$ cat src/rtl/traffic_light_monitor_if.sv
// Observed light codes and clear in; sticky error flags and phase counter out.
interface traffic_light_monitor_if;
    logic [1:0]  ns_light;
    logic [1:0]  ew_light;
    logic [1:0]  sn_light;
    logic [1:0]  we_light;
    logic        clear_err;
    logic        err_conflict;
    logic        err_sequence;
    logic        err_dwell;
    logic        err_starve;
    logic        err_any;
    logic [3:0]  first_err;
    logic [15:0] phase_count;

    modport master (
        output ns_light, ew_light, sn_light, we_light, clear_err,
        input  err_conflict, err_sequence, err_dwell, err_starve, err_any,
               first_err, phase_count
    );

    modport slave (
        input  ns_light, ew_light, sn_light, we_light, clear_err,
        output err_conflict, err_sequence, err_dwell, err_starve, err_any,
               first_err, phase_count
    );
endinterface

$ cat src/rtl/traffic_light_monitor.sv
// Intersection light checker: flags set on the sampling edge, err_any one edge later.
// No backpressure: every rising edge judges all four directions.
module traffic_light_monitor #(
    parameter int MIN_GREEN  = 10,
    parameter int MIN_YELLOW = 3,
    parameter int MAX_RED    = 200
) (
    input  logic                    clk,
    input  logic                    rst,
    traffic_light_monitor_if.slave  mon
);
    localparam logic [1:0]  RED = 2'b00;
    localparam logic [1:0]  YEL = 2'b01;
    localparam logic [1:0]  GRN = 2'b10;
    localparam logic [15:0] MIN_GREEN_W  = 16'(MIN_GREEN);
    localparam logic [15:0] MIN_YELLOW_W = 16'(MIN_YELLOW);
    localparam logic [15:0] MAX_RED_W    = 16'(MAX_RED);

    // Direction index: 0 ns, 1 ew, 2 sn, 3 we
    logic [1:0]  light     [4];
    logic [1:0]  prev_q    [4];
    logic [15:0] dwell_q   [4];
    logic [15:0] dwell_nxt [4];

    logic [3:0]  seq_dir;
    logic [3:0]  dwell_dir;
    logic [3:0]  starve_dir;
    logic [3:0]  y2r_dir;
    logic [2:0]  y2r_cnt;
    logic        conflict;
    logic [3:0]  det;
    logic [3:0]  flag_q;
    logic [3:0]  flag_nxt;
    logic [3:0]  first_q;
    logic [3:0]  first_nxt;
    logic        err_any_q;
    logic [15:0] phase_q;
    logic [15:0] phase_nxt;
    logic [16:0] phase_sum;

    assign light[0] = mon.ns_light;
    assign light[1] = mon.ew_light;
    assign light[2] = mon.sn_light;
    assign light[3] = mon.we_light;

    always_comb begin
        seq_dir    = '0;
        dwell_dir  = '0;
        starve_dir = '0;
        y2r_dir    = '0;
        y2r_cnt    = '0;
        for (int i = 0; i < 4; i++) begin
            dwell_nxt[i] = 16'd1;
            case ({prev_q[i], light[i]})
                {RED, RED}, {RED, GRN}, {GRN, GRN},
                {GRN, YEL}, {YEL, YEL}, {YEL, RED}: seq_dir[i] = 1'b0;
                default:                            seq_dir[i] = 1'b1;
            endcase
            y2r_dir[i]    = (prev_q[i] == YEL) && (light[i] == RED);
            // Dwell limits are checked against the count held before this sample
            dwell_dir[i]  = ((prev_q[i] == GRN) && (light[i] == YEL) && (dwell_q[i] < MIN_GREEN_W)) ||
                            (y2r_dir[i] && (dwell_q[i] < MIN_YELLOW_W));
            starve_dir[i] = (prev_q[i] == RED) && (light[i] == RED) && (dwell_q[i] == MAX_RED_W);
            if (light[i] == prev_q[i]) begin
                dwell_nxt[i] = (dwell_q[i] == 16'hFFFF) ? dwell_q[i] : dwell_q[i] + 16'd1;
            end
            y2r_cnt = y2r_cnt + {2'b00, y2r_dir[i]};
        end
    end

    // Any non-red (including illegal 11) on one axis against any non-red on the other
    assign conflict = ((light[0] != RED) || (light[2] != RED)) &&
                      ((light[1] != RED) || (light[3] != RED));

    assign det = {|starve_dir, |dwell_dir, |seq_dir, conflict};

    always_comb begin
        flag_nxt  = flag_q | det;
        first_nxt = first_q;
        if (mon.clear_err) begin
            flag_nxt  = det;
            first_nxt = det;
        end else if (first_q == 4'd0) begin
            first_nxt = det;
        end
    end

    assign phase_sum = {1'b0, phase_q} + {14'd0, y2r_cnt};
    assign phase_nxt = phase_sum[16] ? 16'hFFFF : phase_sum[15:0];

    always_ff @(posedge clk or posedge rst) begin
        if (rst) begin
            for (int i = 0; i < 4; i++) begin
                prev_q[i]  <= RED;
                dwell_q[i] <= '0;
            end
            flag_q    <= '0;
            first_q   <= '0;
            err_any_q <= 1'b0;
            phase_q   <= '0;
        end else begin
            for (int i = 0; i < 4; i++) begin
                prev_q[i]  <= light[i];
                dwell_q[i] <= dwell_nxt[i];
            end
            flag_q    <= flag_nxt;
            first_q   <= first_nxt;
            err_any_q <= |flag_q;
            phase_q   <= phase_nxt;
        end
    end

    assign mon.err_conflict = flag_q[0];
    assign mon.err_sequence = flag_q[1];
    assign mon.err_dwell    = flag_q[2];
    assign mon.err_starve   = flag_q[3];
    assign mon.err_any      = err_any_q;
    assign mon.first_err    = first_q;
    assign mon.phase_count  = phase_q;
endmodule
$ cat src/flat_wrapper.sv
// flat-port wrapper written by rule: the top's interface ports become plain ports
module traffic_light_monitor_flat 
#(
    parameter int MIN_GREEN  = 10,
    parameter int MIN_YELLOW = 3,
    parameter int MAX_RED    = 200
)
  (clk, rst, mon_ns_light, mon_ew_light, mon_sn_light, mon_we_light, mon_clear_err, mon_err_conflict, mon_err_sequence, mon_err_dwell, mon_err_starve, mon_err_any, mon_first_err, mon_phase_count);
  traffic_light_monitor_if mon_i ();
  input  logic clk;
  input  logic rst;
  input wire logic [$bits(mon_i.ns_light)-1:0] mon_ns_light;
  input wire logic [$bits(mon_i.ew_light)-1:0] mon_ew_light;
  input wire logic [$bits(mon_i.sn_light)-1:0] mon_sn_light;
  input wire logic [$bits(mon_i.we_light)-1:0] mon_we_light;
  input wire logic [$bits(mon_i.clear_err)-1:0] mon_clear_err;
  output wire logic [$bits(mon_i.err_conflict)-1:0] mon_err_conflict;
  output wire logic [$bits(mon_i.err_sequence)-1:0] mon_err_sequence;
  output wire logic [$bits(mon_i.err_dwell)-1:0] mon_err_dwell;
  output wire logic [$bits(mon_i.err_starve)-1:0] mon_err_starve;
  output wire logic [$bits(mon_i.err_any)-1:0] mon_err_any;
  output wire logic [$bits(mon_i.first_err)-1:0] mon_first_err;
  output wire logic [$bits(mon_i.phase_count)-1:0] mon_phase_count;
  assign mon_i.ns_light = mon_ns_light;
  assign mon_i.ew_light = mon_ew_light;
  assign mon_i.sn_light = mon_sn_light;
  assign mon_i.we_light = mon_we_light;
  assign mon_i.clear_err = mon_clear_err;
  assign mon_err_conflict = mon_i.err_conflict;
  assign mon_err_sequence = mon_i.err_sequence;
  assign mon_err_dwell = mon_i.err_dwell;
  assign mon_err_starve = mon_i.err_starve;
  assign mon_err_any = mon_i.err_any;
  assign mon_first_err = mon_i.first_err;
  assign mon_phase_count = mon_i.phase_count;
  traffic_light_monitor #(.MIN_GREEN(MIN_GREEN), .MIN_YELLOW(MIN_YELLOW), .MAX_RED(MAX_RED)) u_core (.clk(clk), .rst(rst), .mon(mon_i));
endmodule
$ cat config.mk
export PLATFORM = sky130hd
export DESIGN_NAME = traffic_light_monitor_flat
export DESIGN_NICKNAME = d
export VERILOG_FILES = /design/src/rtl/traffic_light_monitor_if.sv /design/src/rtl/traffic_light_monitor.sv /design/src/flat_wrapper.sv
export SDC_FILE = /design/constraint.sdc
export NUM_CORES = 1
export LEC_CHECK = 0
export CORE_UTILIZATION = 44
export DETAILED_ROUTE_END_ITERATION = 16
export HOLD_SLACK_MARGIN = 0.05
export PLACE_DENSITY_LB_ADDON = 0.08
export REMOVE_ABC_BUFFERS = 1
export SLEW_MARGIN = 20
export SYNTH_ARGS = -nofsm -noshare
export SYNTH_HDL_FRONTEND = slang
export SYNTH_SLANG_ARGS = --single-unit
$ cat constraint.sdc
create_clock -name clk -period 5.76 [get_ports clk]
set_input_delay 1.152 -clock clk [delete_from_list [all_inputs] [get_ports clk]]
set_output_delay 1.152 -clock clk [all_outputs]
set_load 0.02 [all_outputs]
# --- Word level (Yosys, flattened, before mapping) ---
# Cells that the tools add are included.
word_totals:
  register_bits: 97
  input_bits: 11
op_classes:
  addsub: 8
  n_lt_le_gt_ge: 8
  eq_ne: 48
  muxes: 16
  n_bitwise: 1
  reduce_logical: 57
ops:
  columns: ["cell", "count"]
  rows:
  - ["$mux 16", 9]
  - ["$add 16x1->16 const B", 4]
  - ["$eq 16x16->1 const B", 4]
  - ["$eq 16x8->1 const B", 4]
  - ["$lt 16x2->1 const B", 4]
  - ["$lt 16x4->1 const B", 4]
  - ["$eq 4x3->1 const B", 8]
  - ["$eq 4x4->1 const B", 8]
  - ["$logic_and 1x1->1", 25]
  - ["$reduce_or 6->1", 4]
  - ["$logic_not 4->1", 5]
  - ["$add 16x3->17", 1]
  - ["$eq 2x1->1 const B", 8]
  - ["$eq 4x2->1 const B", 4]
  - ["$logic_not 2->1", 8]
  - ["$reduce_or 4->1", 4]
  - ["$mux 4", 3]
  - ["$reduce_bool 2->1", 5]
  - ["$eq 2x2->1", 4]
  - ["$eq 2x2->1 const B", 4]
  - ["$ne 2x2->1 const B", 4]
  - ["$add 3x1->3", 2]
  - ["$logic_or 1x1->1", 6]
  - ["$mux 1", 4]
  - ["2 further kinds", 2]

# --- Depth between registers and ports, before layout ---
# Gate-level depths: netlist (run 1).
depth:
  ltp_word: 7
  depth_mapped: 14

# --- Worst setup path before layout (run 1) ---
# OpenSTA, ideal clock, no wires.
synth_path:
  path_type: "input to register"
  start: "input mon_sn_light[1]"
  end: "register u_core.phase_q[5] (netlist: u_core.mon.phase_count[5])"
  setup_ns: 0.069
  arrival_ns: 4.152
  path_slack_ns: 1.538
  cell_stages: 12
  n_path_buf: 2
  path_cell_list: "clkbuf_1 or4b_1 fa_1 inv_1 ha_1 inv_1 fa_1 nand2b_1 a2111oi_2 nand3_1 clkbuf_1 nand3_1"
synth_via:
  elab_chain_len: 6
synth_lines:
  columns: ["item", "line_no", "source"]
  rows:
  - ["from (decl)", "flat_wrapper.sv:14", "input wire logic [$bits(mon_i.sn_light)-1:0] mon_sn_light;"]
  - ["$logic_not 2->1", "traffic_light_monitor.sv:59", "y2r_dir[i] = (prev_q[i] == YEL) && (light[i] == RED);"]
  - ["$logic_and 1x1->1", "traffic_light_monitor.sv:59", null]
  - ["$add 3x1->3 (2 in series)", "traffic_light_monitor.sv:67", "y2r_cnt = y2r_cnt + {2'b00, y2r_dir[i]};"]
  - ["$add 16x3->17", "traffic_light_monitor.sv:88", "assign phase_sum = {1'b0, phase_q} + {14'd0, y2r_cnt};"]
  - ["$mux 16", "traffic_light_monitor.sv:89", "assign phase_nxt = phase_sum[16] ? 16'hFFFF : phase_sum[15:0];"]
  - ["via u_core.phase_nxt[5]", "traffic_light_monitor.sv:38", "logic [15:0] phase_nxt;"]
  - ["to (signal assigned)", "traffic_light_monitor.sv:109", "phase_q <= phase_nxt;"]
  - ["to (decl)", "traffic_light_monitor.sv:37", "logic [15:0] phase_q;"]
# The timed path passes the listed nets, and every way through them passes these cells.
# A chain may end at the register's enable or synchronous reset.

# --- Worst setup path in the final report (run 1) ---
layout_path:
  start: "input mon_ew_light[1]"
  end: "register u_core.phase_q[6] (netlist: u_core.mon.phase_count[6])"
layout_via:
  elab_chain_len: 7
layout_lines:
  columns: ["item", "line_no", "source"]
  rows:
  - ["from (decl)", "flat_wrapper.sv:13", "input wire logic [$bits(mon_i.ew_light)-1:0] mon_ew_light;"]
  - ["$logic_not 2->1", "traffic_light_monitor.sv:59", null]
  - ["$logic_and 1x1->1", "traffic_light_monitor.sv:59", null]
  - ["$add 1x1->2", "traffic_light_monitor.sv:67", null]
  - ["$add 3x1->3 (2 in series)", "traffic_light_monitor.sv:67", null]
  - ["$add 16x3->17", "traffic_light_monitor.sv:88", null]
  - ["$mux 16", "traffic_light_monitor.sv:89", null]
  - ["via u_core.phase_nxt[6]", "traffic_light_monitor.sv:38", null]
# The timed path passes the listed nets, and every way through them passes these cells.

==> results.cfg, run 1 <==
[clocking]
clk_latency_ns = 0.35
cts-hold-fix-buffers = 0
clockRootBuffer = clkbuf_16
clkTransAtPathRegs_ns = 0.06
cts_tree = built
cts-htree-levels = 3
post_cts_buffers = 0
post_cts_resized = 0
cts_sinks = 97
cts_buffer_depth = 2
cts_buffers = 9

[global_routing]
grt_max_degree = 52
grt_pass1_wl_um = 19800
antenna_found_initial = 0
track_usage_pct = 19.5
grt.overflow.total = 0
grt_pass1_vias = 4073

[placement]
post-place-cells = 750
dp.final_hpwl_um = 8210
portBuffers = 35
gp_congestion = 0.816

[power]
p_per_area_nw_per_um2 = 254
p_sw_share_pct = 27.4
clkPwrFrac_pct = 35.6
p_seq_share_pct = 49.1
switchingPower_mw = 0.427
ir_drop_v = 0.000121
intPower_mw = 1.13
power_frac_comb_pct = 15.3
p_leak_nw = 2.51
p_total_mw = 1.56

[cells_and_area]
final_util_pct = 51.4
antenna_cells = 0
seq_area_sq_um = 2430
multi_input_area_sq_um = 2770
area_delta_synth_final_pct = 14.1
drive_gt1_share_pct = 4.21
nets = 640
fin_cells = 764
n_fill_cell = 1116

[job]
cap_violations = 0

[setup_path]
crit_arrival_ns = 5.14
regToRegSetupSlack_ns = 1.74
r2r_cells = 14
cp-start-kind = input pin
cp_slowest_cell = a2111oi_2
critical_path_required_ns = 6.03
crit_fanout = 8
max_stage_delay_ns = 0.64
critPathBufInv = 5
worst_r2r_startpoint = u_core.prev_q[5]$_DFF_PP0_
cp_top_family = adder cells
crit_top_cell = inv_1
reg2reg_to = u_core.mon.phase_count[6]$_DFF_PP0_
crit_chain = clkdlybuf4s50_1 > or3_1 > nor2_1 > ha_1 > inv_1 > fa_1 > inv_1 > ha_1 > inv_1 > fa_1 > nand2b_1 > a2111oi_2 > nand3_1 > buf_4 > o21ai_0
path_class = input pin to flip-flop
crit_path_end_kind = flip-flop

[floorplanning]
die_area_sq_um = 12700
start_util_pct = 45.0
ios = 36
core_sq_um = 12000
fp.dieH_um = 113
num_rows = 40
die_w_um = 113

[route]
route.final.wire_length_um = 11400
vias_per_cell = 5.58
initialDrtViolationCount = 213
ant_nets = 0
drc = 0
vias = 4261
wl_per_cell_um = 14.9
drtPass1Iterations = 4

[logic_synthesis]
synth-seq-cells = 97
yosysUniqueCellTypes = 56
synthCells = 586
synth_warnings = 0
synth_edf_count = 0
synthFlopType = dfrtp_1
syn-cell-area_sq_um = 5390
seq_area_frac_synth_pct = 45.1
avgSynthCellArea_sq_um = 9.19
ys_async_sr_fraction_pct = 100

[sta]
fin_crit_sh_pct = 84.6
tns_ns = 0
rsz0062_at_grt = no
holdWs_ns = 0.510
hold_viol = 0
relSlewSlack_pct = 49.7
drv_slew = 0
fin_crit_ns = 4.87
worst_slew_pin_slew_ns = 0.735
fmaxAchievable_mhz = 205
setup_viol = 0
skew_ns = 0.00424

[worst_hold_path]
holdPathEnd = u_core.mon.err_any$_DFF_PP0_
min_path_type = flip-flop to flip-flop
min_from = u_core.flag_q[0]$_DFF_PP0_
min_path_cells = 2

[run_status]
outcome = complete, no violations
[worst reg2reg max path, stage by stage (launching register included)]
cell       delay [ns]
dfrtp_1          0.45
or3_1            0.42
nor2_1           0.15
ha_1             0.25
inv_1            0.07
fa_1             0.40
inv_1            0.06
ha_1             0.15
inv_1            0.05
fa_1             0.38
nand2b_1         0.21
a2111oi_2        0.64
nand3_1          0.37
buf_4            0.27
o21ai_0          0.07
[flip-flops by register name, summed over array words and instances, names as in the netlist]
signal	flops
u_core.mon.first_err	4
u_core.dwell_q	64
u_core.mon.phase_count	16
u_core.prev_q	8
u_core.mon.err_any	1
u_core.flag_q	4
[cell families after synthesis]
| group | share of synthesized area, % |
|---|---|
| AND/OR/NAND/NOR | 25.8 |
| flip-flops | 45.1 |
| AO/OA/AOI/OAI | 11.1 |
| XOR/XNOR | 9.59 |
| buffers and inverters | 3.74 |
| adder cells (fa/ha/maj) | 3.76 |
| multiplexers | 0.952 |
[cells in the mapped netlist (2+ instances only)]
| library cell | count | share of area [%] |
|---|---|---|
| a211oi_1 | 10 | 1.4 |
| nor4b_1 | 3 | 0.49 |
| nand2_1 | 46 | 3.2 |
| nand2b_1 | 6 | 0.70 |
| xor2_1 | 22 | 3.6 |
| or3_1 | 7 | 0.81 |
| nand3_1 | 40 | 3.7 |
| nor4_1 | 17 | 2.0 |
| buf_2 | 2 | 0.19 |
| nor3_1 | 13 | 1.2 |
| nor2b_1 | 7 | 0.81 |
| dfrtp_1 | 97 | 45 |
| nand4_1 | 20 | 2.3 |
| a2111oi_0 | 11 | 1.8 |
| o21ai_0 | 8 | 0.74 |
| or2_2 | 2 | 0.23 |
| and4_1 | 8 | 1.3 |
| nand3b_1 | 3 | 0.42 |
| or4_1 | 2 | 0.28 |
| inv_1 | 30 | 2.1 |
| nor2_1 | 81 | 5.6 |
| xnor2_1 | 37 | 6.0 |
| ha_1 | 13 | 3.0 |
| fa_1 | 2 | 0.74 |
| and3_1 | 10 | 1.2 |
| o22ai_1 | 4 | 0.46 |
| and2_1 | 3 | 0.35 |
| a41oi_1 | 2 | 0.33 |
| o211ai_1 | 3 | 0.42 |
| o2111ai_1 | 2 | 0.33 |
| a21oi_1 | 20 | 1.9 |
| mux2i_1 | 4 | 0.74 |
| a31oi_1 | 6 | 0.70 |
| clkbuf_1 | 21 | 1.5 |
| o21a_1 | 3 | 0.42 |
[routing by layer]
layer / GRT usage (%) / up-vias / wire, um / share of wire [%]
met1: 27.6 / 2057 / 5680 / 50
met2: 30.0 / 47 / 5230 / 46
met5: 0 / - / 0 / 0
met3: 3.13 / 16 / 269 / 2.4
li1: - / 2141 / - / -
met4: 7.73 / 0 / 201 / 1.8
[per-stage QoR]
| stage | worst slack, ns | cell area [sq um] |
|---|---|---|
| after floorplan | 1.40 | 5300 |
| after global placement | 0.614 | 5870 |
| after detailed placement | 0.557 | 5870 |
| after CTS | 0.912 | 6140 |
| after global routing | 0.618 | 6140 |
| final | 0.887 | 6140 |
[cells in the final DEF (no fill, tap or decap), drive strengths merged, types with 2 or more instances in the layout]
master	Yosys	final
dfrtp	97	97
nor2	81	81
nand2	46	46
nand3	40	40
xnor2	37	37
clkdlybuf4s50	0	35
inv	30	30
xor2	22	22
a21oi	21	21
nand4	20	20
nor4	17	17
a2111oi	14	14
clkbuf	21	14
nor3	13	13
ha	13	13
and3	10	10
a211oi	10	10
and4	8	8
o21ai	8	8
or3	7	7
nor2b	7	7
a31oi	6	6
nand2b	6	6
buf	2	5
mux2i	4	4
o22ai	4	4
and2	3	3
o211ai	3	3
nor4b	3	3
nand3b	3	3
o21a	3	3
or4	3	3
o2111ai	2	2
or2	2	2
a41oi	2	2
fa	2	2
or4b	2	2
[power groups by stage]
| stage | registers [mW] | clock network (mW) | logic [mW] |
|---|---|---|---|
| final | 0.766 | 0.555 | 0.239 |
| after global routing | 0.772 | 0.595 | 0.264 |
| after CTS | 0.766 | 0.572 | 0.243 |
| after detailed placement | 0.779 | 0 | 0.243 |
| after global placement | 0.777 | 0 | 0.239 |
| after floorplan | 0.796 | 0 | 0.114 |
[worst max path at each step]
stage / from / endpoint / slack [ns] / cells after the start
4_1_cts: mon_ew_light[1] / u_core.mon.phase_count[6]$_DFF_PP0_ / 0.91 / 15
2_1_floorplan: mon_ew_light[0] / u_core.mon.phase_count[13]$_DFF_PP0_ / 1.40 / 14
5_1_grt: mon_ew_light[0] / u_core.mon.phase_count[6]$_DFF_PP0_ / 0.62 / 15
6_report: mon_ew_light[1] / u_core.mon.phase_count[6]$_DFF_PP0_ / 0.89 / 15
3_3_place_gp: mon_ew_light[0] / u_core.mon.phase_count[6]$_DFF_PP0_ / 0.61 / 15
3_5_place_dp: mon_ew_light[1] / u_core.mon.phase_count[6]$_DFF_PP0_ / 0.56 / 15
[final cells by class]
class                           count  share of cell area, %
Clock buffer                       14                   4.30
Multi-Input combinational cell    436                   45.0
Inverter                           30                   1.87
Sequential cell                    97                   39.5
Tap cell                          147                   2.99
Timing Repair Buffer               40                   6.31
No activity file was read; power rests on OpenSTA's default activity.
==> run 2: changes to the inputs <==
==> constraint.sdc (replaced) <==
create_clock -name clk -period 4.66 [get_ports clk]
set_input_delay 0.932 -clock clk [delete_from_list [all_inputs] [get_ports clk]]
set_output_delay 0.932 -clock clk [all_outputs]
set_load 0.02 [all_outputs]
==> run 2 against run 1 <==
Net effect: power increased by 27%; worst hold slack got worse by 0.014 ns; global-route usage shrank 0.30 points; design area is 1.6% higher; largest cell class unchanged; largest power group unchanged.
==> results.cfg, run 2 (same netlist as run 1, synthesis figures left out) <==
[placement]
gp_congestion = 0.835
post-place-cells = 760
placed_cell_area_sq_um = 5950
dp_slack_ns = 0.221
portBuffers = 35
dp.final_hpwl_um = 8100

[cells_and_area]
largest_reg_flops = 64
fin_cells = 776
final_util_pct = 52.2
final_cell_mix = dfrtp_1, nor2_1, nand2_1
finalInstanceArea_sq_um = 6250
layout_commonest_cell = dfrtp_1
nets = 650
drive_gt1_share_pct = 6.04
largest_register = u_core.dwell_q
antenna_cells = 0
area_delta_synth_final_pct = 15.9

[sta]
fin_ws_ns = 0.582
rsz0062_at_grt = no
drv_slew = 0
setup_viol = 0
hold_viol = 0
fmaxAchievable_mhz = 245
skew_ns = 0.00540
fin_crit_sh_pct = 87.5
tns_ns = 0
holdWs_ns = 0.495
worst_slew_pin_slew_ns = 0.707
fin_crit_ns = 4.08
relSlewSlack_pct = 51.6

[setup_path]
cp-start-kind = input pin
crit_chain = clkdlybuf4s50_1 > or3_1 > nor2_1 > ha_1 > inv_1 > fa_1 > inv_1 > ha_1 > inv_1 > fa_1 > nand2b_1 > a2111oi_2 > buf_4 > a31oi_1 > a41oi_1
cp_top_family = adder cells
path_class = input pin to flip-flop
critical_path_required_ns = 4.92
critPathBufInv = 5
worst_r2r_startpoint = u_core.prev_q[5]$_DFF_PP0_
r2r_cells = 14
cp_slowest_cell = a2111oi_2
crit_path_end_kind = flip-flop
crit_top_cell = inv_1
crit_arrival_ns = 4.34
crit_fanout = 5
regToRegSetupSlack_ns = 1.08
reg2reg_to = u_core.mon.phase_count[14]$_DFF_PP0_
max_stage_delay_ns = 0.43

[worst_hold_path]
min_path_cells = 2
min_path_type = flip-flop to flip-flop
holdPathEnd = u_core.mon.err_any$_DFF_PP0_
min_from = u_core.flag_q[0]$_DFF_PP0_

[floorplanning]
die_area_sq_um = 12700
num_rows = 40
core_sq_um = 12000
fp.dieH_um = 113
ios = 36
start_util_pct = 45.0
die_w_um = 113

[clocking]
clkTransAtPathRegs_ns = 0.06
cts-htree-levels = 3
cts_tree = built
cts_sinks = 97
cts_buffers = 9
post_cts_buffers = 0
cts-hold-fix-buffers = 0
clk_latency_ns = 0.34
cts_buffer_depth = 2
clockRootBuffer = clkbuf_16
post_cts_resized = 0

[global_routing]
antenna_found_initial = 0
grt_use_met2_pct = 28.8
grt.overflow.total = 0
track_usage_pct = 19.2
grtUsageMet3_pct = 2.59
met1_usage_pct = 28.0
grt_pass1_vias = 4040
grt_busiest_layer = met2
grt_pass1_wl_um = 19600
grt_max_degree = 44

[power]
p_total_mw = 1.98
ir_drop_v = 0.000158
p_leak_nw = 2.57
p_per_area_nw_per_um2 = 316

[route]
vias_per_cell = 5.61
drc = 0
wl_per_cell_um = 14.5
initialDrtViolationCount = 182
ant_nets = 0
drtPass1Iterations = 4
route.final.wire_length_um = 11300
vias = 4350

[run_status]
outcome = complete, no violations

[job]
cap_violations = 0
==> run 2: metal layers <==
layer  vias to the layer above  share of wire, %
met3                        10               2.5
met5                         -                 0
li1                       2162                 -
met1                      2123                50
met4                         0               1.3
met2                        55                46
==> run 2: how the worst max path moves through the flow <==
| stage | to | start | cells past startpoint | slack (ns) |
|---|---|---|---|---|
| after detailed placement | u_core.mon.phase_count[14]$_DFF_PP0_ | mon_ew_light[0] | 15 | 0.22 |
| after global routing | u_core.mon.phase_count[14]$_DFF_PP0_ | mon_ew_light[0] | 15 | 0.33 |
| after CTS | u_core.mon.phase_count[14]$_DFF_PP0_ | mon_ew_light[0] | 15 | 0.56 |
| final | u_core.mon.phase_count[14]$_DFF_PP0_ | mon_ew_light[0] | 15 | 0.58 |
| after floorplan | u_core.mon.phase_count[13]$_DFF_PP0_ | mon_ew_light[0] | 14 | 0.52 |
| after global placement | u_core.mon.phase_count[14]$_DFF_PP0_ | mon_ew_light[0] | 15 | 0.25 |
==> run 2: area by class of cell <==
| class | count | area, sq um |
|---|---|---|
| Fill cell | 1107 | 5720 |
| Multi-Input combinational cell | 436 | 2770 |
| Sequential cell | 97 | 2430 |
| Timing Repair Buffer | 50 | 463 |
| Clock buffer | 13 | 250 |
| Tap cell | 147 | 184 |
| Inverter | 30 | 115 |
| Clock inverter | 3 | 40.0 |
==> run 2: tightest hold or removal path, delay by kind of cell, from the launching register on <==
kind                   cells  cell delay (ns)
DFF                        1             0.34
and+or+nand+nor            1             0.08
buffers and inverters      1             0.05
==> run 2: power breakdown <==
part	internal, mW	switching [mW]
logic	0.131	0.171
clock network	0.429	0.301
registers	0.887	0.0566
